**src/rtl/timer_pkg.sv**
```systemverilog
`default_nettype none
// +-------------------------------------------------------------------+
// | Module  : timer_pkg                                               |
// | Brief   : Shared types and constants for the MM:SS countdown timer |
// | Revision: 1.0                                                     |
// +-------------------------------------------------------------------+
package timer_pkg;

    typedef enum logic [1:0] {
        IDLE  = 2'd0,
        RUN   = 2'd1,
        PAUSE = 2'd2,
        DONE  = 2'd3
    } state_t;

    typedef enum logic [1:0] {
        CONV_IDLE = 2'd0,
        CONV_SEC  = 2'd1,
        CONV_MIN  = 2'd2
    } conv_t;

    localparam logic [5:0] c_MAX_VAL = 6'd59;

    function automatic logic [5:0] sat_val(input logic [5:0] v, input logic [5:0] lim);
        return (v > lim) ? lim : v;
    endfunction

endpackage
`default_nettype wire

```
**src/rtl/bin2bcd.sv**
```systemverilog
`default_nettype none
// +-------------------------------------------------------------------+
// | Module  : bin2bcd                                                 |
// | Brief   : 6-bit binary to two-digit BCD, purely combinational     |
// | Revision: 1.0                                                     |
// +-------------------------------------------------------------------+
module bin2bcd (
    input  logic [5:0] valoare_bin,
    output logic [3:0] BCD1,
    output logic [3:0] BCD0
);

    assign BCD1 = 4'(valoare_bin / 6'd10);
    assign BCD0 = 4'(valoare_bin % 6'd10);

endmodule
`default_nettype wire

```
**src/rtl/timer_countdown_ctrl.sv**
```systemverilog
`default_nettype none
// +-------------------------------------------------------------------+
// | Module  : timer_countdown_ctrl                                    |
// | Brief   : MM:SS countdown controller with shared BCD conversion   |
// | Revision: 1.0                                                     |
// +-------------------------------------------------------------------+
module timer_countdown_ctrl
    import timer_pkg::*;
#(
    parameter int         CLK_PER_SEC = 50_000_000,
    parameter logic [5:0] MAX_VAL     = c_MAX_VAL
) (
    input  logic       clk,
    input  logic       rst,
    input  logic       start,
    input  logic       stop,
    input  logic       load,
    input  logic [5:0] min_in,
    input  logic [5:0] sec_in,
    output logic [3:0] min_bcd1,
    output logic [3:0] min_bcd0,
    output logic [3:0] sec_bcd1,
    output logic [3:0] sec_bcd0,
    output logic       digits_valid,
    output logic       running,
    output logic       done
);

    localparam int            PW         = (CLK_PER_SEC > 1) ? $clog2(CLK_PER_SEC) : 1;
    localparam logic [PW-1:0] c_PRE_LAST = PW'(CLK_PER_SEC - 1);

    state_t        r_state;
    conv_t         r_conv;
    logic [5:0]    r_min;
    logic [5:0]    r_sec;
    logic [PW-1:0] r_pre;

    logic          w_tick;
    logic          w_load_ok;
    logic          w_write;
    logic          w_nonzero;
    logic [5:0]    w_min_ld;
    logic [5:0]    w_sec_ld;
    logic [5:0]    w_bin;
    logic [3:0]    w_bcd1;
    logic [3:0]    w_bcd0;

    // stop on the terminal prescaler cycle suppresses the tick entirely
    assign w_tick    = (r_state == RUN) && !stop && (r_pre == c_PRE_LAST);
    assign w_load_ok = load && (r_state != RUN);
    assign w_write   = w_tick || w_load_ok;
    assign w_nonzero = (r_min != 6'd0) || (r_sec != 6'd0);
    assign w_min_ld  = sat_val(min_in, MAX_VAL);
    assign w_sec_ld  = sat_val(sec_in, MAX_VAL);
    assign w_bin     = (r_conv == CONV_MIN) ? r_min : r_sec;

    bin2bcd u_bin2bcd (
        .valoare_bin (w_bin),
        .BCD1        (w_bcd1),
        .BCD0        (w_bcd0)
    );

    always_ff @(posedge clk) begin
        if (rst) begin
            r_state <= IDLE;
            r_min   <= 6'd0;
            r_sec   <= 6'd0;
            r_pre   <= '0;
            running <= 1'b0;
            done    <= 1'b0;
        end else begin
            done <= 1'b0;
            case (r_state)
                IDLE: begin
                    if (load) begin
                        r_min <= w_min_ld;
                        r_sec <= w_sec_ld;
                    end else if (start && w_nonzero) begin
                        r_state <= RUN;
                        running <= 1'b1;
                        r_pre   <= '0;
                    end
                end
                RUN: begin
                    if (stop) begin
                        r_state <= PAUSE;
                        running <= 1'b0;
                    end else if (w_tick) begin
                        r_pre <= '0;
                        if (r_sec != 6'd0) begin
                            r_sec <= r_sec - 6'd1;
                        end else if (r_min != 6'd0) begin
                            r_sec <= MAX_VAL;
                            r_min <= r_min - 6'd1;
                        end
                        if (r_min == 6'd0 && r_sec <= 6'd1) begin
                            r_state <= DONE;
                            running <= 1'b0;
                            done    <= 1'b1;
                        end
                    end else begin
                        r_pre <= r_pre + PW'(1);
                    end
                end
                PAUSE: begin
                    if (load) begin
                        r_min <= w_min_ld;
                        r_sec <= w_sec_ld;
                        r_pre <= '0;
                    end else if (start && !stop && w_nonzero) begin
                        r_state <= RUN;
                        running <= 1'b1;
                    end
                end
                DONE: begin
                    if (load) begin
                        r_min   <= w_min_ld;
                        r_sec   <= w_sec_ld;
                        r_state <= IDLE;
                    end
                end
                default: begin
                    r_state <= IDLE;
                    running <= 1'b0;
                end
            endcase
        end
    end

    // A fresh counter write always restarts the seconds-then-minutes pass
    always_ff @(posedge clk) begin
        if (rst) begin
            r_conv       <= CONV_IDLE;
            min_bcd1     <= 4'd0;
            min_bcd0     <= 4'd0;
            sec_bcd1     <= 4'd0;
            sec_bcd0     <= 4'd0;
            digits_valid <= 1'b1;
        end else if (w_write) begin
            r_conv       <= CONV_SEC;
            digits_valid <= 1'b0;
        end else begin
            case (r_conv)
                CONV_SEC: begin
                    sec_bcd1 <= w_bcd1;
                    sec_bcd0 <= w_bcd0;
                    r_conv   <= CONV_MIN;
                end
                CONV_MIN: begin
                    min_bcd1     <= w_bcd1;
                    min_bcd0     <= w_bcd0;
                    r_conv       <= CONV_IDLE;
                    digits_valid <= 1'b1;
                end
                default: r_conv <= CONV_IDLE;
            endcase
        end
    end

endmodule
`default_nettype wire

```
**config.mk**
```make
export PLATFORM = sky130hd
export DESIGN_NAME = timer_countdown_ctrl
export DESIGN_NICKNAME = d
export VERILOG_FILES = /design/src/rtl/timer_pkg.sv /design/src/rtl/bin2bcd.sv /design/src/rtl/timer_countdown_ctrl.sv
export SDC_FILE = /design/constraint.sdc
export NUM_CORES = 1
export LEC_CHECK = 0
export CORE_ASPECT_RATIO = 2
export CORE_MARGIN = 2
export CORE_UTILIZATION = 40
export CTS_CLUSTER_SIZE = 20
export DETAILED_ROUTE_END_ITERATION = 12
export GPL_TIMING_DRIVEN = 0
export PLACE_DENSITY_LB_ADDON = 0.12
export SLEW_MARGIN = 30
export SYNTH_ARGS = -nofsm -noshare
export SYNTH_HDL_FRONTEND = slang
export SYNTH_SLANG_ARGS = --single-unit
```
**constraint.sdc**
```tcl
create_clock -name clk -period 5.08 [get_ports clk]
set_input_delay 0.508 -clock clk [delete_from_list [all_inputs] [get_ports clk]]
set_output_delay 0.508 -clock clk [all_outputs]
set_load 0.05 [all_outputs]
```
==> results.md <==
- Status: finished, final reports clean
- I/O pins: 36
- Clk network pwr share: approximately 40%
- Vert. Die Dim: 135 µm
- Row count: 47
- Final TNS setup: 0 ps
- Critical path buffer and inverter count: 1
- Asr flop ratio synth: 0%
- Placer Congestion: approximately 0.9
- Crit path launch: r_conv[0]
- Largest net degree at the start of global routing: 11
- Post-synth EDFFs: 0
- Netlist Area Pre-Place: 0.00343 mm²
- Max stage delay on crit path: 490 ps
- Syn Inst Count: 418
- CTS root buffer: clkbuf_16
- Ant diodes: 0
- Full die area: 0.00938 mm²
- Slew Limit Fails: 0
- Largest area contributor in the netlist: dfxtp_1
- Mean area per synthesized cell: 8.20 µm²
- Critical path depth: 10
- Via count: 3164
- PwrDens: 323 mW/mm²
- Netlist cell types: 65
- Pre-CTS setup slack: 2370 ps
- Highest metal used: met4
- Average routed wire per standard cell: 16.5 µm
- FMAX: 0.384 GHz
- Buffers on Ports: 32
- Crit start category: flop
- WL met3: 242 µm
- CP Capture Type: flop
- Initial DRC count: about 160
- Worst-path fanout max: 8
- Clk slew on worst S/H paths: 50 ps
- Sequential share of the synthesized area: 34.4%
- Initial Util: 41.4%
- Critical path data arrival time: 2860 ps
- GR Overflow Total: 0
- H-tree levels: 3
- Relative slew slack: approximately three fifths
- WL met2: 5250 µm
- R2R setup slack: 2480 ps
- Yosys warns: 0
- Worst R2R Start: r_conv[0]
- Post-CTS Setup Inserts: 0
- PostCTS Resize Cnt: 0
- RSZ-0062 raised after global routing: false
- Overall routing resource usage: 21.3%
- Number of clock sinks: about 60
- Tot Pwr: 1.33 mW
- Min Tclk post-route: 2600 ps
- Area added between synthesis and finish: 20.3%
- Sw frac: 30.0%
- Req. time, crit path: 5330 ps
- Final hold vios: 0
- Share of the synthesized area in the top cell type: 34.4%
- CTS tree: done
- Most used cell, CP: a21oi_1
- Combinational fraction of design power: a little over a fifth
- Synth Flop Type: dfxtp_1
- First-pass DRT Iterations: 4
- Met1 WL: 3260 µm
- Setup CP Type: reg2reg
- CTS max path bufs: 2
- Synth Register Bits: 59
- Hold crit path type: reg2reg
- Drt total wl: 9280 µm
- Detail Placement HPWL: 7150 µm
- Int Power: 933 µW
- Worst-Margin Slew: 609 ps
- Number of max-cap violations: 0
- Final worst path period share: about 51%
- Vias/cell: approximately 5.6
- Top cells by count, synth: 59 x dfxtp_1, 59 x nor2_1, 27 x nand2_1
- Crit path max-delay family: compound AO/OA/AOI/OAI gates
- Fraction of layout instances using a drive strength above 1: around 9.7%
- P_leak: 1.44 nW
- Reg2reg end: min_bcd0[3]
- Largest cells by area after synthesis: dfxtp_1 34%, nor2_1 6.5%, xnor2_1 4.6%
- Final count of negative-setup-slack endpoints: 0
- Worst VDD drop: 0.000178 V
- First-pass GRT wire length: ~16000 µm
- Nets: 486
- P_sw: 400 µW
- Vias in the first global route: 3364
- Initial antenna violation count: 0
- Clock Skew: 4.30 ps
- Min setup slack post-route: 2480 ps
- Hold-fix buffers at CTS: 0
- Critical path cell sequence: nand2b_1 -> buf_4 -> mux2i_1 -> a21oi_1 -> a21oi_1 -> xnor2_1 -> ha_1 -> a31oi_1 -> nand4_1 -> o221ai_1
- Residual DRC count: 0
- Die width: approximately 69 µm
- Clk_lat worst skew: 330 ps
- Worst path slowest cell: mux2i_1
- Routed Antenna Nets: 0
- CTS buffer count: 9
- R2r worst-path depth: 10
- Worst setup endpoint: min_bcd0[3]
- Core area: 0.00829 mm²
- Sequential power share: 37.9%
-- cell families (layout without fill, tap and decap cells) --
| family | after synthesis | after routing | share of synthesized area (%) |
|---|---|---|---|
| simple gates | 181 | 181 | 27.4 |
| compound gates | 91 | 91 | 18.9 |
| flops | 59 | 59 | 34.4 |
| buf+inv | 42 | 87 | 6.75 |
| xor+xnor | 26 | 26 | 6.64 |
| mux | 11 | 11 | 3.25 |
| fa+ha+maj | 7 | 7 | 2.55 |
| other cells | 1 | 2 | 0.109 |
-- per-stage QoR --
step	instances	hold slack, ps	cell area (µm²)	util [%]
final	562	483	4130	49.8
after global routing	562	515	4130	49.8
after CTS	562	488	4130	49.8
after detailed placement	549	481	3880	46.7
after global placement	549	464	3880	46.7
after floorplan	419	466	3430	-
-- registers in the layout, indices dropped and copies added (netlist names), 2 cells and up --
name and count:
r_state 2, min_bcd0 4, min_bcd1 3, sec_bcd0 4, sec_bcd1 3, r_min 6, r_sec 6, r_conv 2
r_pre 26
-- per-layer routing --
layer | vias to the layer above | GRT usage, %
met5 | - | 0
met4 | 0 | 14.4
met3 | 30 | 5.00
met2 | 60 | 41.5
met1 | 1485 | 18.6
li1 | 1589 | -
-- power groups by stage --
stage               clock network (mW)  registers, mW  logic (mW)
global placement                     0          0.514       0.288
global route                     0.568          0.509       0.320
floorplan                            0          0.530       0.193
detailed placement                   0          0.515       0.291
finish                           0.536          0.506       0.291
CTS                              0.545          0.506       0.292
-- worst min-delay path by stage --
| stage | cells past startpoint | start | end | slack (ps) |
|---|---|---|---|---|
| after floorplan | 2 | r_pre[6] | r_pre[6] | 470 |
| after global placement | 2 | sec_bcd1[0] | sec_bcd1[0] | 460 |
| after detailed placement | 2 | sec_bcd1[0] | sec_bcd1[0] | 480 |
| after CTS | 2 | sec_bcd1[0] | sec_bcd1[0] | 490 |
| after global routing | 2 | sec_bcd1[1] | sec_bcd1[1] | 510 |
| final | 2 | sec_bcd1[0] | sec_bcd1[0] | 480 |
-- cells in the final DEF (no fill, tap or decap), drive strengths merged, types with 3 or more instances in the layout --
cell / netlist / layout
nor3: 11 / 11
nand2: 27 / 27
buf: 16 / 16
a21oi: 26 / 26
o21ai: 21 / 21
nor4b: 7 / 7
nand4: 14 / 14
nand3b: 4 / 4
a211oi: 12 / 12
a21o: 4 / 4
nor2b: 4 / 4
or3: 3 / 3
and4: 3 / 3
and3: 6 / 6
nand3: 18 / 18
xor2: 8 / 8
inv: 17 / 17
a31oi: 3 / 3
xnor2: 18 / 18
clkdlybuf4s50: 0 / 32
nor4: 4 / 4
and2: 4 / 4
clkbuf: 9 / 22
mux2i: 10 / 10
nor2: 62 / 62
ha: 7 / 7
nand2b: 4 / 4
dfxtp: 59 / 59
-- tightest hold or removal path: stages, from the launching register on --
cell     delay [ps]
dfxtp_1         300
o21ai_0          60
a21oi_1          60
-- cell type report --
class	instances	area (µm²)
Multi-Input combinational cell	318	2020
Clock buffer	13	250
Sequential cell	59	1180
Timing Repair Buffer	32	320
Buffer	25	168
Tap cell	98	123
Fill cell	811	4170
Inverter	17	63.8
(Power assumes the default switching activity.)
